$ cat src/rtl/sat_counter.sv
// Saturating incrementer with synchronous clear; holds at all-ones.
// Latency: count visible one cycle after i_inc.
// Backpressure: none; clear wins over a same-cycle increment.
module sat_counter #(
  parameter int W = 16
) (
  input  logic         clk,
  input  logic         rst_n,
  input  logic         i_clr,
  input  logic         i_inc,
  output logic [W-1:0] o_cnt
);

  logic [W-1:0] r_cnt;

  // Count up on i_inc until all-ones; clear drops the pending increment.
  always_ff @(posedge clk) begin
    if (!rst_n) begin
      r_cnt <= '0;
    end else if (i_clr) begin
      r_cnt <= '0;
    end else if (i_inc && (r_cnt != {W{1'b1}})) begin
      r_cnt <= r_cnt + 1'b1;
    end
  end

  assign o_cnt = r_cnt;

endmodule

$ cat config.mk
export PLATFORM = sky130hd
export DESIGN_NAME = sat_counter
export DESIGN_NICKNAME = d
export VERILOG_FILES = /design/src/rtl/sat_counter.sv
export SDC_FILE = /design/constraint.sdc
export NUM_CORES = 1
export LEC_CHECK = 0
export CAP_MARGIN = 20
export CORE_UTILIZATION = 51
export CTS_BUF_LIST = sky130_fd_sc_hd__clkbuf_4 sky130_fd_sc_hd__clkbuf_8 sky130_fd_sc_hd__clkbuf_16
export CTS_CLUSTER_SIZE = 24
export DETAILED_ROUTE_END_ITERATION = 12
export PLACE_DENSITY = 0.93
export SETUP_SLACK_MARGIN = 0.1
export SYNTH_ARGS = -nofsm -noshare
export SYNTH_HDL_FRONTEND = slang
export SYNTH_SLANG_ARGS = --single-unit
export TNS_END_PERCENT = 30
$ cat constraint.sdc
create_clock -name clk -period 3.65 [get_ports clk]
set_input_delay 0.73 -clock clk [delete_from_list [all_inputs] [get_ports clk]]
set_output_delay 0.73 -clock clk [all_outputs]
set_load 0.03 [all_outputs]
# --- After elaboration in Yosys (flattened, before gate mapping) ---
# Index checks and enable logic that the tools add are counted.
op_classes:
  addsub: 1
  eq_ne: 1
  bitwise_logic: 1
  n_reduce_logical: 2
ops:
  columns: ["cell", "count"]
  rows:
  - ["$add 16x1->16 const B", 1]
  - ["$ne 16x16->1 const B", 1]
  - ["$reduce_or 2->1", 1]
  - ["$logic_and 1x1->1", 1]
  - ["$not 1->1", 1]
totals:
  ff_bits: 16
  input_bits: 4
  out_inout_bits: 16
  elab_cells: 6

# --- Longest topological paths before layout ---
depth:
  depth_word: 2
  ltp_mapped: 5
  ltp_nobuf: 5

# --- Worst setup path after synthesis ---
# OpenSTA, ideal clock, no wires.
synth_path:
  path_type: "reg-to-reg"
  startpoint: "register r_cnt[0], in the netlist o_cnt[0]"
  endpoint: "register r_cnt[14], in the netlist o_cnt[14]"
  setup_time_ns: 0.115
  arrival_time_ns: 1.630
  required_ns: 3.535
  setup_slack_ns: 1.905
  path_stages_with_launch: 6
  path_buffers: 0
  synth_period_minus_slack_ns: 1.745
  path_cell_list: "dfxtp_1 -> ha_1 -> and4_2 -> o311ai_2 -> o31a_1 -> o21a_1"
synth_between:
  elab_chain_len: 2
  word_cells_on_any_way: 3
  classes_between: "1 x add/sub; 1 x eq/ne; 1 x reduce/logical"
synth_rtl:
  columns: ["item", "line", "source"]
  rows:
  - ["start: declaration", "14", "logic [W-1:0] r_cnt;"]
  - ["start signal: assignment", "23", "r_cnt <= r_cnt + 1'b1;"]
  - ["branches (longest 2 deep; another with $add 16x1->16)", null, null]
# Several ways; the timed one is not identified.
# A chain may end at the register's enable or synchronous reset.

# --- Worst setup path in the final report ---
layout_path:
  startpoint: "register r_cnt[3], in the netlist o_cnt[3]"
  endpoint: "output o_cnt[3]"
layout_rtl:
  columns: ["item", "line", "source"]
  rows:
  - ["end: declaration", "11", "output logic [W-1:0] o_cnt"]
# No word-level cell between the ends.

==> run_results.csv <==
group,metric,value,unit
place,gp_congestion,0.8489,
synthesis,ys_types,38,
die,rows,14,
place,dp_hpwl,1477,µm
outcome,status,"finished, final reports clean",
drt,wl_per_cell,16.59,µm
cts,post_cts_buffers,0,
min_path,hold_class,"reg2reg",
drt,final_antenna_net_count,0,
sta,setup_ws,1.387,ns
job,max_cap_violations,0,
sta,rsz0062_at_grt,"no",
cts,cts.sinks,16,
layout,multi_input_area,533.0,µm²
worst_setup_path,cpMaxStageDelayCell,"clkdlybuf4s50_1",
worst_setup_path,path_cells,"clkdlybuf4s50_1",
sta,drv_slew,0,
worst_setup_path,slowest_delay,0.73,ns
sta,fin_crit_sh,0.6201,
power,leakage,0.0003908,µW
worst_setup_path,crit_family,"buffers and inverters",
synthesis,synth_top_family_by_area,"simple AND/OR/NAND/NOR gates",
die,die_y,43.18,µm
layout,regArea,320.3,µm²
layout,final_common_cell,"clkdlybuf4s50_1",
cts,root_buffer,"clkbuf_4",
cts,hold_buffers,0,
sta,setup_tns,0,ns
synthesis,syn-num-nets,96,
sta,slew_headroom,0.6501,
place,placed_cell_area,0.001071,mm²
grt,first_global_vias,787,
layout,fin_nets,119,
worst_setup_path,cp.arrival,1.53,ns
power,power.density,263.2,mW/mm²
layout,largest_reg_flops,16,
layout,diodes,0,
grt,grt_first_pass_wirelength,3532,µm
layout,drive_gt1_frac,0.09821,
cts,clk_pin_slew,0.09,ns
layout,final_cell_mix,"clkdlybuf4s50_1 (19), dfxtp_1 (16), nor2_1 (10)",
grt,grt_max_degree,12,
sta,hold_viol_final,0,
synthesis,muxShareOfSynthArea,0.01158,
cts,htree_levels,1,
worst_setup_path,worstPathMaxFanout,8,
drt,drt_wl_total,2123,µm
grt,grt_util_all_layers,0.2585,
grt,grt_overflow_total,0,
sta,fin_crit,2.263,ns
drt,vias_per_cell,6.680,
die,core_area,0.001541,mm²
synthesis,synthAdderAreaFrac,0.01447,
drt,firstDrtPassIters,4,
sta,hold_slack,0.5396,ns
worst_setup_path,startpoint_type,"register",
place,pre_cts_slack,1.277,ns
synthesis,synth_compound_area_frac,0.2142,
cts,clock_latency,0.30,ns
power,ir_drop,0.0002702,V
synthesis,ys_seq_area_frac,0.3705,
layout,stdcell_area,0.001094,mm²
die,start_util,0.5609,
sta,max_freq,0.4418,GHz
synthesis,synth_xor_area_frac,0.04052,
synthesis,synthCells,91,
worst_setup_path,critPathKind,"reg2out",
cts,clk_path_buf_depth,2,
synthesis,synthSimpleGateAreaFrac,0.3357,
place,numPortBuffers,19,
sta,finClkSkew,0.003710,ns
worst_setup_path,critPathBufInv,1,
die,dieArea,0.001864,mm²
worst_setup_path,required,2.92,ns
sta,tightest_slew,0.5220,ns
synthesis,yosys_warnings,0,
synthesis,ys_ff_latch,16,
layout,fillers,119,
die,die_x,43.18,µm
grt,antenna_found_initial,0,
drt,routed-via-count,855,
drt,drc,0,
cts,ctsResizeCount,0,
worst_setup_path,reg2reg_slack,1.97,ns
layout,syn2layout_area_growth,26.48,%
synthesis,syn-cell-area,864.6,µm²
die,io_pins,20,
synthesis,syn_avg_cell_area,9.501,µm²
sta,setup_viol,0,
cts,cts_tree,"done",
drt,drt-initial-drc-count,41,
worst_setup_path,end_kind,"output pin",
cts,numCtsBuffers,3,
==> cells in the mapped netlist (all sizes together) <==
library cell  number  area share
nor2              10       0.043
o21ai              4       0.023
nand4              4       0.064
and4               3       0.033
nand2b             2       0.014
nand3              5       0.043
o211a              1       0.012
nor3b              1      0.0087
o31ai              2       0.017
inv                2      0.0087
o31a               1       0.010
o21a               1      0.0087
and3               1      0.0072
a21oi              4       0.023
clkbuf             1      0.0043
dfxtp             16        0.37
a41oi              1       0.010
o311ai             3       0.039
ha                 1       0.014
o41ai              3       0.052
nor3               2       0.017
xor2               3       0.030
or3                2       0.014
o2111ai            1       0.010
o211ai             1      0.0087
nand2              5       0.022
and2               3       0.022
nor2b              1      0.0072
nor4               3       0.022
xnor2              1       0.010
or4                2       0.017
mux2i              1       0.012
==> through the flow <==
step / cells / total power, µW / util
3_3_place_gp: 125 / 194.5 / 0.6948
3_5_place_dp: 125 / 195.0 / 0.6948
5_1_grt: 128 / 296.0 / 0.7094
6_report: 128 / 287.9 / 0.7094
4_1_cts: 128 / 285.7 / 0.7094
2_1_floorplan: 91 / 188.1 / -
==> layer usage <==
layer | up-vias | GRT usage | wire (µm)
met1 | 404 | 0.3053 | 853
met2 | 41 | 0.4149 | 1070
li1 | 399 | - | -
met3 | 11 | 0.07234 | 136
met5 | - | 0 | 0
met4 | 0 | 0.1455 | 63
==> final timing paths <==
path,startpoint,cells after the start,endpoint
worst max-delay path,o_cnt[3]$_SDFFE_PP0P_,1,o_cnt[3]
worst min-delay path,o_cnt[2]$_SDFFE_PP0P_,2,o_cnt[2]$_SDFFE_PP0P_
worst max register to register,o_cnt[0]$_SDFFE_PP0P_,5,o_cnt[14]$_SDFFE_PP0P_
worst min register to register,o_cnt[2]$_SDFFE_PP0P_,2,o_cnt[2]$_SDFFE_PP0P_
==> report_power, final <==
| part | switching [µW] | internal, µW |
|---|---|---|
| clock network | 58.2 | 38.6 |
| logic | 7.91 | 7.02 |
| registers | 0.982 | 175 |
==> final cells by class <==
type,instances,share of cell area
multi-input combinational,72,0.4874
sequential,16,0.2929
clock buffer,3,0.02059
timing repair buffer,19,0.1739
inverter,2,0.006865
tap,16,0.01831
==> worst register-to-register path, cell delays in order, from the launching register on <==
cell and delay, ns:
dfxtp_1 0.41, ha_1 0.21, and4_2 0.32, o311ai_2 0.16
o31a_1 0.30, o21a_1 0.18
==> logic make-up (layout without fill, tap and decap cells) <==
logic type | after synthesis | count (layout)
flip-flops | 16 | 16
buffers and inverters | 3 | 24
multiplexers | 1 | 1
AND/OR/NAND/NOR | 44 | 44
adder cells (fa/ha/maj) | 1 | 1
XOR/XNOR | 4 | 4
AO/OA/AOI/OAI | 22 | 22
(Power assumes the default switching activity.)
